**config.mk**
```make
export PLATFORM = sky130hd
export DESIGN_NAME = sum_accum
export DESIGN_NICKNAME = d
export VERILOG_FILES = /design/src/rtl/sum_accum_pkg.sv /design/src/rtl/sum_accum_sat_add.sv /design/src/rtl/sum_accum.sv
export SDC_FILE = /design/constraint.sdc
export NUM_CORES = 1
export LEC_CHECK = 0
export ABC_AREA = 1
export BUFFER_PORTS_ARGS = -buffer_cell sky130_fd_sc_hd__buf_2
export CORE_MARGIN = 2
export CORE_UTILIZATION = 30
export CTS_BUF_LIST = sky130_fd_sc_hd__clkbuf_8
export DETAILED_ROUTE_END_ITERATION = 8
export GPL_ROUTABILITY_DRIVEN = 0
export PLACE_DENSITY = 0.44
export REMOVE_ABC_BUFFERS = 1
export SLEW_MARGIN = 25
export SYNTH_ARGS = -nofsm -noshare
export SYNTH_HDL_FRONTEND = slang
export SYNTH_HIERARCHICAL = 1
export SYNTH_SLANG_ARGS = --single-unit
```
**constraint.sdc**
```tcl
create_clock -name clk -period 3.8 [get_ports clk]
set_input_delay 0.76 -clock clk [delete_from_list [all_inputs] [get_ports clk]]
set_output_delay 0.76 -clock clk [all_outputs]
set_load 0.02 [all_outputs]
```
**src/rtl/sum_accum_pkg.sv**
```systemverilog
// Shared types and limit helpers for the windowed saturating accumulator.
package sum_accum_pkg;

    typedef enum logic [1:0] {
        IDLE  = 2'd0,
        ACCUM = 2'd1,
        DONE  = 2'd2
    } state_t;

    // Signed range limits for a w-bit accumulator, as 64-bit patterns (w <= 64).
    function automatic logic [63:0] acc_max(input int w);
        return (64'd1 << (w - 1)) - 64'd1;
    endfunction

    function automatic logic [63:0] acc_min(input int w);
        return ~64'd0 << (w - 1);
    endfunction

endpackage

```
**src/rtl/sum_accum_sat_add.sv**
```systemverilog
// Combinational saturating add: ACC_W-bit signed accumulator plus WIDTH-bit signed sample.
import sum_accum_pkg::*;

module sat_add #(
    parameter int ACC_W = 40,
    parameter int WIDTH = 32
) (
    input  logic [ACC_W-1:0] a,
    input  logic [WIDTH-1:0] b,
    output logic [ACC_W-1:0] sum,
    output logic             ovf
);
    localparam logic [ACC_W-1:0] MAX = ACC_W'(acc_max(ACC_W));
    localparam logic [ACC_W-1:0] MIN = ACC_W'(acc_min(ACC_W));

    logic [ACC_W:0] ext;

    assign ext = {a[ACC_W-1], a} + {{(ACC_W + 1 - WIDTH){b[WIDTH-1]}}, b};
    assign ovf = ext[ACC_W] ^ ext[ACC_W-1];

    // On overflow both operands share a sign, which the extra top bit still carries.
    always_comb begin
        sum = ext[ACC_W-1:0];
        if (ovf) sum = ext[ACC_W] ? MIN : MAX;
    end

endmodule

```
**src/rtl/sum_accum.sv**
```systemverilog
// Accumulates len valid samples into a saturating signed total, pulsing out_valid once per window.
import sum_accum_pkg::*;

module sum_accum #(
    parameter int WIDTH = 32,
    parameter int ACC_W = 40,
    parameter int LEN_W = 8
) (
    input  logic             clk,
    input  logic             reset,
    input  logic             start,
    input  logic [LEN_W-1:0] len,
    input  logic             in_valid,
    input  logic [WIDTH-1:0] in_data,
    output logic             busy,
    output logic             out_valid,
    output logic [ACC_W-1:0] out_sum,
    output logic             out_sat
);
    state_t           state;
    logic [LEN_W-1:0] cnt;
    logic [ACC_W-1:0] acc;
    logic             sat;
    logic [ACC_W-1:0] acc_nxt;
    logic             ovf;

    sat_add #(.ACC_W(ACC_W), .WIDTH(WIDTH)) u_add (
        .a   (acc),
        .b   (in_data),
        .sum (acc_nxt),
        .ovf (ovf)
    );

    always_ff @(posedge clk or posedge reset) begin
        if (reset) begin
            state     <= IDLE;
            cnt       <= '0;
            acc       <= '0;
            sat       <= 1'b0;
            busy      <= 1'b0;
            out_valid <= 1'b0;
            out_sum   <= '0;
            out_sat   <= 1'b0;
        end else begin
            out_valid <= 1'b0;
            case (state)
                IDLE: begin
                    if (start) begin
                        acc  <= '0;
                        sat  <= 1'b0;
                        cnt  <= len;
                        busy <= 1'b1;
                        if (len != '0) begin
                            state <= ACCUM;
                        end else begin
                            // Empty window still reports, with a zero total.
                            state     <= DONE;
                            out_valid <= 1'b1;
                            out_sum   <= '0;
                            out_sat   <= 1'b0;
                        end
                    end
                end
                ACCUM: begin
                    if (in_valid) begin
                        acc <= acc_nxt;
                        sat <= sat | ovf;
                        cnt <= cnt - LEN_W'(1);
                        if (cnt == LEN_W'(1)) begin
                            state     <= DONE;
                            out_valid <= 1'b1;
                            out_sum   <= acc_nxt;
                            out_sat   <= sat | ovf;
                        end
                    end
                end
                DONE: begin
                    state <= IDLE;
                    busy  <= 1'b0;
                end
                default: begin
                    state <= IDLE;
                    busy  <= 1'b0;
                end
            endcase
        end
    end

endmodule

```
==> flow_summary.json <==
{
  "status": "complete, no violations",
  "final_max_slew_viol_count": 0,
  "met1_usage_pct": 26.3,
  "fin_tns_setup_ps": 0,
  "setup_viol": 0,
  "grt_remaining_overflow": 0,
  "synth-seq-area-share_pct": 31.0,
  "cp_slowest_cell": "fa_1",
  "via_per_inst": 4.64,
  "grt.busiest_layer": "met2",
  "p_comb_share_pct": 72.1,
  "core_um2": 25000,
  "cts_resized": 0,
  "leakagePower_nw": 4.83,
  "grt_pass1_wl_um": 39700,
  "path_buf_inv": 2,
  "timing.final.crit_period_ps": 3080,
  "synthCells": 1180,
  "grt_pass1_vias": 7401,
  "syn_to_final_growth_pct": 12.6,
  "wl_um": 23900,
  "cp.depth": 18,
  "dieArea_um2": 26600,
  "placed_cells": 1570,
  "fin_worst_skew_ps": 17.0,
  "vias": 7363,
  "maxSlewHeadroom_pct": 36.8,
  "met2_usage_pct": 31.3,
  "reg2reg_from": "acc[0]",
  "h-tree-depth": 3,
  "start_kind": "input pin",
  "critical_path_class": "in2reg",
  "synthesis.area_um2": 7580,
  "post-route-util_pct": 34.1,
  "ys_ff_latch": 94,
  "rrSetupSlack_ps": 770,
  "cpPeakStageDelay_ps": 460,
  "hpwl_um": 18200,
  "clkLatencyLatePin_ps": 400,
  "rsz0062_at_grt": "no",
  "cts_hold_buf": 0,
  "powerDensity_nw_per_um2": 1070,
  "internal-power_mw": 4.05,
  "yosysWarnings": 6,
  "crit_top_cell": "nand2_1",
  "syn_avg_cell_area_um2": 6.43,
  "cts-root-buf": "clkbuf_8",
  "rr_worst_depth": 17,
  "cts_sinks": 94,
  "wl_per_cell_um": 15.0,
  "clkTransAtPathRegs_ps": 110,
  "final_common_cell": "nand2_1",
  "final_cells": 1586,
  "final_cell_mix": "nand2_1 (490), nor2_1 (128), inv_1 (122)",
  "drive_above_1_share_pct": 12.9,
  "post-cts-setup-buffers": 0,
  "critical_path_required_ps": 4140,
  "grt_usage_pct": 18.9,
  "cp_top_family": "simple AND/OR/NAND/NOR gates",
  "crit_start": "in_data[0]",
  "worst_pin_slew_ps": 947,
  "antenna_left": 0,
  "synth_edf_count": 0,
  "crit_fanout": 4,
  "seq_power_share_pct": 19.4,
  "peakVddDrop_mv": 0.340,
  "cts_tree": "built",
  "p_clk_share_pct": 8.6,
  "dieWidth_um": 163,
  "drt_iter0_drc": 396,
  "initial_core_util_pct": 30.3,
  "n_antenna_cell": 0,
  "hold_start": "out_sum[20]",
  "synth_cell_types": 37,
  "fmax_ghz": 0.325,
  "post-route-period-util_pct": 81.0,
  "cts_buffers": 9,
  "final_nets": 1338,
  "critPathArrivalTime_ps": 3420,
  "grt_max_degree": 81,
  "drcViolationCount": 0,
  "async_flop_share_pct": 100,
  "netSwitchingFraction_pct": 55.9,
  "hold_class": "reg2reg",
  "drv_cap": 0,
  "rows": 58,
  "crit_path_cell_trace": "buf_2, ha_1, fa_1, nand2_1, nand3_1, nand3_1, nand2_2, a21oi_1, o21ai_0, nand2_1, nand3_1, nand2_1, nand2_1, nand2_1, inv_1, nor2_1, nand4_1, nand2_1",
  "drt_first_pass_iters": 5,
  "hold_viol": 0,
  "end_kind": "flip-flop",
  "grt_use_met3_pct": 2.29,
  "fill_cells": 2877,
  "dominantRegCellSynth": "dfrtp_1",
  "clockBufferDepth": 2,
  "holdPathStages": 2,
  "antenna_found_initial": 0,
  "p_switching_mw": 5.12,
  "io_pins": 87,
  "io_buffer_count": 86,
  "die-height_um": 163
}
-- per-layer routing --
| metal | part of all wire (%) | routed length [um] |
|---|---|---|
| met3 | 3.1 | 743 |
| met5 | 0 | 0 |
| met2 | 46 | 10900 |
| met4 | 1.1 | 272 |
| met1 | 50 | 11900 |
-- synthesized netlist by cell type, types with 3 or more instances --
library cell  number  area share [%]
inv_1            120             5.9
xnor2_1            8            0.92
ha_1              42             6.9
nand3_2            3            0.40
o21ai_0           27             1.8
nand2_1          490              24
xor2_1            18             2.1
o21ai_2           12             1.4
clkbuf_1          10            0.49
a21o_1             5            0.49
nand3_1           32             2.1
o21bai_1           7            0.69
nand2_2           11            0.91
buf_6              7             1.0
a21oi_1           45             3.0
nand3b_1           7            0.69
a21oi_2            3            0.35
nor3_1             6            0.40
o21a_1             5            0.49
nor2_1           128             6.3
inv_2              5            0.25
buf_2             22             1.5
a31oi_1            3            0.25
nor2_2             6            0.49
nand4_1           47             3.9
or2_2              3            0.25
dfrtp_1           94              31
-- power groups by stage --
| stage | clock network, mW | registers (mW) | logic, mW |
|---|---|---|---|
| floorplan | 0 | 1.98 | 4.61 |
| global placement | 0 | 1.80 | 6.65 |
| detailed placement | 0 | 1.79 | 6.68 |
| CTS | 0.818 | 1.78 | 6.70 |
| global route | 0.861 | 1.84 | 7.63 |
| finish | 0.785 | 1.77 | 6.61 |
-- registers in the layout, indices dropped and copies added, names as in the netlist --
name	cells
cnt	8
out_sum	40
out_valid	1
busy	1
acc	40
out_sat	1
state	2
sat	1
-- final timing paths --
path,to
min,out_sum[20]
max reg2reg,out_sum[28]
min reg2reg,out_sum[20]
max,out_sum[28]
min in group asynchronous,out_sat
max in group asynchronous,out_sum[23]
-- cell families after synthesis --
family,share of synthesized area (%)
simple gates,40.5
xor+xnor,3.00
fa+ha+maj,7.19
compound gates,9.14
buf+inv,9.17
flops,31.0
-- through the flow --
step / area [um2] / hold slack, ps / setup slack, ps / total power, mW
2_1_floorplan: 7360 / 443 / -159 / 6.59
3_3_place_gp: 8320 / 450 / 358 / 8.45
3_5_place_dp: 8320 / 454 / 293 / 8.47
4_1_cts: 8540 / 477 / 710 / 9.30
5_1_grt: 8540 / 492 / 413 / 10.3
6_report: 8540 / 470 / 724 / 9.16
-- worst register-to-register path: stages, from the launching register on --
cell and delay, ps:
dfrtp_1 400, ha_1 290, fa_1 460, nand2_1 100
nand3_1 80, nand3_1 100, nand2_2 90, a21oi_1 330
o21ai_0 290, nand2_1 180, nand3_1 90, nand2_1 80
nand2_1 40, nand2_1 60, inv_1 40, nor2_1 130
nand4_1 120, nand2_1 100
-- final cells by class --
type                            count  area (um2)  area share [%]
Inverter                          125         474            5.55
Tap cell                          330         413            4.84
Clock buffer                       10         138            1.61
Multi-Input combinational cell    922        4550            53.3
Clock inverter                      6        78.8           0.923
Sequential cell                    94        2350            27.6
Timing Repair Buffer               99         528            6.18
No activity file was read; power rests on OpenSTA's default activity.
